`src/rtl/ex_pkg.sv`:
```
// Shared encodings for the MIPS execute stage: ALU op codes, R-type funct
// values, multiplier FSM states and the EX/MEM control bundle.
package ex_pkg;

    localparam logic [1:0] ALU_OP_ADD   = 2'b00;
    localparam logic [1:0] ALU_OP_SUB   = 2'b01;
    localparam logic [1:0] ALU_OP_RTYPE = 2'b10;
    localparam logic [1:0] ALU_OP_ORI   = 2'b11;

    localparam logic [5:0] FUNCT_ADD  = 6'h20;
    localparam logic [5:0] FUNCT_SUB  = 6'h22;
    localparam logic [5:0] FUNCT_AND  = 6'h24;
    localparam logic [5:0] FUNCT_OR   = 6'h25;
    localparam logic [5:0] FUNCT_SLT  = 6'h2A;
    localparam logic [5:0] FUNCT_MULT = 6'h18;

    typedef enum logic [1:0] {
        MULT_IDLE = 2'd0,
        MULT_BUSY = 2'd1,
        MULT_DONE = 2'd2
    } mult_state_t;

    typedef struct packed {
        logic reg_w;
        logic mem_w;
        logic mem_r;
        logic mem_to_reg;
    } exmem_ctrl_t;

endpackage

```
`src/rtl/ex_mult.sv`:
```
// Iterative 32-step shift-add multiplier (low 32 bits of the product).
// Only built when EX_MULT_EN is defined.
`ifdef EX_MULT_EN
module ex_mult
    import ex_pkg::*;
(
    input  logic        clk,
    input  logic        rst,
    input  logic        start,
    input  logic [31:0] a_in,
    input  logic [31:0] b_in,
    output logic        busy,
    output logic        done,
    output logic [31:0] product
);

    mult_state_t state_reg, state_next;
    logic [4:0]  count_reg;
    logic [31:0] a_reg, b_reg, acc_reg;

    always_comb begin
        state_next = state_reg;
        case (state_reg)
            MULT_IDLE: if (start) state_next = MULT_BUSY;
            MULT_BUSY: if (count_reg == 5'd31) state_next = MULT_DONE;
            MULT_DONE: state_next = MULT_IDLE;
            default:   state_next = MULT_IDLE;
        endcase
    end

    always_ff @(negedge clk or posedge rst) begin
        if (rst) begin
            state_reg <= MULT_IDLE;
            count_reg <= 5'd0;
            a_reg     <= 32'd0;
            b_reg     <= 32'd0;
            acc_reg   <= 32'd0;
        end else begin
            state_reg <= state_next;
            if (state_reg == MULT_IDLE && start) begin
                a_reg     <= a_in;
                b_reg     <= b_in;
                acc_reg   <= 32'd0;
                count_reg <= 5'd0;
            end else if (state_reg == MULT_BUSY) begin
                if (b_reg[0]) acc_reg <= acc_reg + a_reg;
                a_reg     <= a_reg << 1;
                b_reg     <= b_reg >> 1;
                count_reg <= count_reg + 5'd1;
            end
        end
    end

    assign busy    = (state_reg == MULT_BUSY);
    assign done    = (state_reg == MULT_DONE);
    assign product = acc_reg;

endmodule
`endif

```
`src/rtl/ex_stage.sv`:
```
// MIPS execute stage: operand forwarding, ALU, destination select and the
// EX/MEM register (falling-edge). EX_MULT_EN adds an iterative multiplier.
module ex_stage
    import ex_pkg::*;
(
    input  logic        clk,
    input  logic        rst,
    input  logic [31:0] Rs_data_in,
    input  logic [31:0] Rt_data_in,
    input  logic [31:0] Imm_in,
    input  logic [1:0]  ALU_op_in,
    input  logic [4:0]  Rs_addr_in,
    input  logic [4:0]  Rt_addr_in,
    input  logic [4:0]  Rd_addr_in,
    input  logic        ALU_src_in,
    input  logic        Reg_dst_in,
    input  logic        Reg_w_in,
    input  logic        Mem_w_in,
    input  logic        Mem_r_in,
    input  logic        Mem_to_reg_in,
    input  logic        MEMWB_Reg_w_in,
    input  logic [4:0]  MEMWB_Rd_addr_in,
    input  logic [31:0] MEMWB_data_in,
    output logic [31:0] ALU_result_out,
    output logic [31:0] Rt_data_out,
    output logic [4:0]  Rd_addr_out,
    output logic        Zero_out,
    output logic        Reg_w_out,
    output logic        Mem_w_out,
    output logic        Mem_r_out,
    output logic        Mem_to_reg_out,
    output logic        Stall_out
);

    exmem_ctrl_t      ctrl_reg, ctrl_next;
    logic [1:0][31:0] rf_data, fwd_data;
    logic [1:0][4:0]  src_addr;
    logic [31:0]      op_a, op_b, alu_result, result_next;
    logic [5:0]       funct;
    logic             bubble;

    // Index 0 is Rs, index 1 is Rt.
    assign rf_data  = {Rt_data_in, Rs_data_in};
    assign src_addr = {Rt_addr_in, Rs_addr_in};

    // EX/MEM (the immediately preceding instruction) has priority over MEM/WB.
    for (genvar gi = 0; gi < 2; gi++) begin : g_fwd
        logic exmem_hit, memwb_hit;
        assign exmem_hit = ctrl_reg.reg_w && (Rd_addr_out != 5'd0)
                           && (Rd_addr_out == src_addr[gi]);
        assign memwb_hit = MEMWB_Reg_w_in && (MEMWB_Rd_addr_in != 5'd0)
                           && (MEMWB_Rd_addr_in == src_addr[gi]);
        assign fwd_data[gi] = exmem_hit ? ALU_result_out :
                              memwb_hit ? MEMWB_data_in  : rf_data[gi];
    end

    assign op_a  = fwd_data[0];
    assign funct = Imm_in[5:0];

    always_comb begin
        op_b = fwd_data[1];
        if (ALU_src_in)
            op_b = (ALU_op_in == ALU_OP_ORI) ? {16'd0, Imm_in[15:0]} : Imm_in;
    end

    always_comb begin
        alu_result = 32'd0;
        case (ALU_op_in)
            ALU_OP_ADD: alu_result = op_a + op_b;
            ALU_OP_SUB: alu_result = op_a - op_b;
            ALU_OP_ORI: alu_result = op_a | op_b;
            default: begin
                case (funct)
                    FUNCT_ADD: alu_result = op_a + op_b;
                    FUNCT_SUB: alu_result = op_a - op_b;
                    FUNCT_AND: alu_result = op_a & op_b;
                    FUNCT_OR:  alu_result = op_a | op_b;
                    FUNCT_SLT: alu_result = {31'd0, $signed(op_a) < $signed(op_b)};
                    default:   alu_result = 32'd0;
                endcase
            end
        endcase
    end

`ifdef EX_MULT_EN
    logic        is_mult, mult_busy, mult_done;
    logic [31:0] mult_product;

    assign is_mult = (ALU_op_in == ALU_OP_RTYPE) && (funct == FUNCT_MULT);

    ex_mult u_mult (
        .clk     (clk),
        .rst     (rst),
        .start   (is_mult),
        .a_in    (op_a),
        .b_in    (op_b),
        .busy    (mult_busy),
        .done    (mult_done),
        .product (mult_product)
    );

    // The product is registered on the same edge that ID/EX advances.
    assign Stall_out   = is_mult && !mult_done;
    assign bubble      = Stall_out || mult_busy;
    assign result_next = is_mult ? mult_product : alu_result;
`else
    assign Stall_out   = 1'b0;
    assign bubble      = 1'b0;
    assign result_next = alu_result;
`endif

    assign ctrl_next = '{reg_w: Reg_w_in, mem_w: Mem_w_in,
                         mem_r: Mem_r_in, mem_to_reg: Mem_to_reg_in};

    always_ff @(negedge clk or posedge rst) begin
        if (rst) begin
            ALU_result_out <= 32'd0;
            Rt_data_out    <= 32'd0;
            Rd_addr_out    <= 5'd0;
            Zero_out       <= 1'b0;
            ctrl_reg       <= '0;
        end else if (bubble) begin
            ALU_result_out <= 32'd0;
            Rt_data_out    <= 32'd0;
            Rd_addr_out    <= 5'd0;
            Zero_out       <= 1'b0;
            ctrl_reg       <= '0;
        end else begin
            ALU_result_out <= result_next;
            Rt_data_out    <= fwd_data[1];
            Rd_addr_out    <= Reg_dst_in ? Rd_addr_in : Rt_addr_in;
            Zero_out       <= (result_next == 32'd0);
            ctrl_reg       <= ctrl_next;
        end
    end

    assign Reg_w_out      = ctrl_reg.reg_w;
    assign Mem_w_out      = ctrl_reg.mem_w;
    assign Mem_r_out      = ctrl_reg.mem_r;
    assign Mem_to_reg_out = ctrl_reg.mem_to_reg;

endmodule

```
`config.mk`:
```
export PLATFORM = sky130hd
export DESIGN_NAME = ex_stage
export DESIGN_NICKNAME = d
export VERILOG_FILES = /design/src/rtl/ex_pkg.sv /design/src/rtl/ex_mult.sv /design/src/rtl/ex_stage.sv
export SDC_FILE = /design/constraint.sdc
export NUM_CORES = 1
export LEC_CHECK = 0
export ABC_AREA = 1
export CELL_PAD_IN_SITES_DETAIL_PLACEMENT = 2
export CELL_PAD_IN_SITES_GLOBAL_PLACEMENT = 2
export CORE_ASPECT_RATIO = 1.1
export CORE_MARGIN = 1
export CORE_UTILIZATION = 25
export DETAILED_ROUTE_END_ITERATION = 10
export GPL_TIMING_DRIVEN = 0
export PLACE_DENSITY_LB_ADDON = 0.1
export SYNTH_ARGS = -nofsm -noshare
export SYNTH_HDL_FRONTEND = slang
export SYNTH_SLANG_ARGS = --single-unit
```
`constraint.sdc`:
```
create_clock -name clk -period 3.3 [get_ports clk]
set_input_delay 0.33 -clock clk [delete_from_list [all_inputs] [get_ports clk]]
set_output_delay 0.33 -clock clk [all_outputs]
set_load 0.02 [all_outputs]
```
==> impl_results.md <==
* Status: finished, violations left
* Failing checks: negative setup slack
* Die ar. at 47600 um^2
* PortBufs at 232
* Synth warnings at 0
* Worst slew pin tran at 1.34 ns
* Power Dens Cells at 355 nW/um^2
* Post-synth top area share at 21.6%
* Num ports at 234
* Max_slew headroom at 10.9%
* RSZ-0062 raised after global routing: yes
* Syn_nets at 2316
* Setup TNS at -71.01 ns
* Global-route wire length before repair at 112000 um
* Layout area overhead at 82.6%
* Seq/Total Area, Yosys at 15.8%
* Pin count of the biggest net entering global routing at 40
* EDFF count, synth at 0
* Primary FF master, synth: dfrtn_1
* Core Rows at 82
* TritonCTS clock tree: done
* GRT overflow at 0
* Fin. max-slew vios at 0
* H-tree depth at 3
* Layout cells sized above 1 at 46.0%
* GR Util All Layers at 32.1%
* Post-synthesis async set-or-reset flop share at 100%
* Most common cell after layout, fill and taps aside: nand2_1
* Initial antenna violation count at 1
* Hold-fix buffers at CTS at 0
* Top post-synthesis cells by area: nand2_1 22%, dfrtn_1 16%, ha_1 11%
* DR WL/cell at 29.4 um
* Synth Register Bits at 74
* Number of global-route vias before repair at 17094
* DR DRC count at 0
* Area after DPL at 14900 um^2
* Setup CP Type: input pin to register
* Worst-path clk slew at 0.05 ns
* Pre-CTS WS at -4.52 ns
* DR vias/cell at 5.43
* Final Skew at 0.00654 ns
* VDD IR-drop max at 224 uV
* Final ANT Viol Nets at 0
* First DRT Iteration DRCs at 982
* Type of origin of the critical path: input pin
* Worst EP required at 2.05 ns
* Cts bufs inserted at 9
* Synth area leader: nand2_1
* Commonest non-fill, non-tap cells in the layout: 401 x nand2_1, 228 x inv_1, 205 x nand2_2, 169 x buf_4, 143 x clkdlybuf4s50_1
* Die Span Y at 229 um
* Final hold violations at 0
* Worst min path class: register to register
* Clock latency on the worst-skew pair at 0.37 ns
* Util after Layout at 46.6%
* Finish-stage setup viols at 45
* CP Max Fanout at 9
* Starting Density at 25.5%
* Leakage at 0.0103 uW
* Mean post-synth cell area at 5.69 um^2
* Critical Path AT at 4.50 ns
* Final wirelength at 91200 um
* DR pass1 iterations at 5
* Nets at 2765
* DIE WIDTH at 208 um
* Dpl hpwl at 62500 um
* Distinct cells, synth at 44
* Critical path endpoint category: register
* Vias at 16827
* Core ar. at 45900 um^2
* Cell Area, Synth at 11700 um^2
* WHS at 0.656 ns
* Clk root buf: clkbuf_16
* Max-cap violations at 0
* Routability cong. at 0.953
* CTS sink count at 74
* Gate Count Post-Synth at 2054
* Fin worst setup slack at -2.45 ns
* Cell area after layout at 21400 um^2
* Bufs on Longest Clock Path at 2
==> stage by stage <==
stage,instances,power [uW]
2_1_floorplan,2054,3000
3_3_place_gp,2874,4380
6_report,3097,7590
5_1_grt,3097,7820
3_5_place_dp,2875,4460
4_1_cts,2984,6250
==> synth_stat cells (8+ instances only) <==
master,count
a21oi_1,53
a21oi_2,14
a31oi_1,31
buf_1,10
buf_2,24
buf_4,9
buf_6,13
clkbuf_1,13
dfrtn_1,74
ha_1,101
inv_1,331
inv_2,14
nand2_1,672
nand2_2,24
nand3_1,242
nand3b_1,19
nand4_1,17
nor2_1,167
nor2_2,16
nor3_1,11
o211ai_1,9
o21ai_0,63
o21ai_1,21
o21bai_1,8
o22ai_1,18
or2_2,19
xor2_1,16
==> path summary, 6_finish.rpt <==
check,startpoint,end,slack [ns],cells after the start
setup / recovery,MEMWB_Rd_addr_in[1],Zero_out,-2.45,27
hold / removal,ALU_result_out[20],Rt_data_out[20],0.66,2
setup reg to reg,Rd_addr_out[0],Zero_out,-1.33,26
hold reg to reg,ALU_result_out[20],Rt_data_out[20],0.66,2
max in group asynchronous,rst,ALU_result_out[12],0.48,3
min in group asynchronous,rst,Mem_w_out,2.04,2
==> worst max-delay path, cell delays in order <==
cell	delay (ns)
buf_8	0.10
or2_4	0.25
o41ai_4	0.38
nor3_2	0.11
nand2_4	0.17
buf_4	0.16
nand2_1	0.09
a31oi_4	0.28
o21ai_4	0.12
inv_1	0.12
ha_1	0.27
buf_6	0.17
or2_0	0.26
nand3_2	0.12
nand2_4	0.09
nand2_2	0.12
buf_4	0.12
nand3_2	0.08
nand3_1	0.13
nand3b_1	0.13
a21oi_4	0.24
nand2_2	0.11
nor2_4	0.15
nand2_2	0.10
nor2_4	0.11
nand3_2	0.08
nor2_2	0.10
==> state kept, by name (all words and copies together) (netlist names) <==
name,flops
Mem_r_out,1
Mem_w_out,1
Mem_to_reg_out,1
Rd_addr_out,5
Rt_data_out,32
ALU_result_out,32
Reg_w_out,1
Zero_out,1
==> power by group <==
part | internal (uW) | switching [uW] | total (uW) | leakage [uW]
Clock | 600 | 512 | 1110 | 0.000147
Sequential | 1030 | 185 | 1210 | 0.000881
Combinational | 1960 | 3300 | 5260 | 0.00929
Total | 3590 | 4000 | 7590 | 0.0103
==> timing repair <==
| item | CTS | global route |
|---|---|---|
| gates resized for setup | 678 | 657 |
| pin swaps | 136 | 263 |
| endpoints found under the setup margin | 139 | 68 |
| cloned | 5 | 4 |
| buffers inserted | 88 | 113 |
==> cell type report <==
class	instances	area, um^2
fill	5140	24500
multi-input combinational	1559	12200
timing repair buffer	443	4090
sequential	74	1850
inverter	345	1390
buffer	71	805
tap	588	736
clock buffer	9	225
clock inverter	7	81.3
antenna	1	2.50
==> routing by layer <==
metal / vias to the layer above / wire length [um] / global-route usage [%]
li1: 7378 / - / -
met1: 8578 / 37000 / 40.3
met2: 665 / 45300 / 57.2
met3: 206 / 4620 / 3.44
met4: 0 / 4220 / 9.70
met5: - / 0 / 0
==> logic make-up after synthesis <==
kind of cell | count (synthesis) | share of synthesized area [%]
AOI/OAI and AO/OA | 222 | 11.1
buffers and inverters | 421 | 15.3
muxes | 5 | 0.482
adders and majority gates | 103 | 11.2
xor gates and xnor gates | 22 | 1.65
and+or+nand+nor | 1206 | 44.5
DFF | 74 | 15.8
other | 1 | 0.0321
Power figures use the tool's default switching activity.
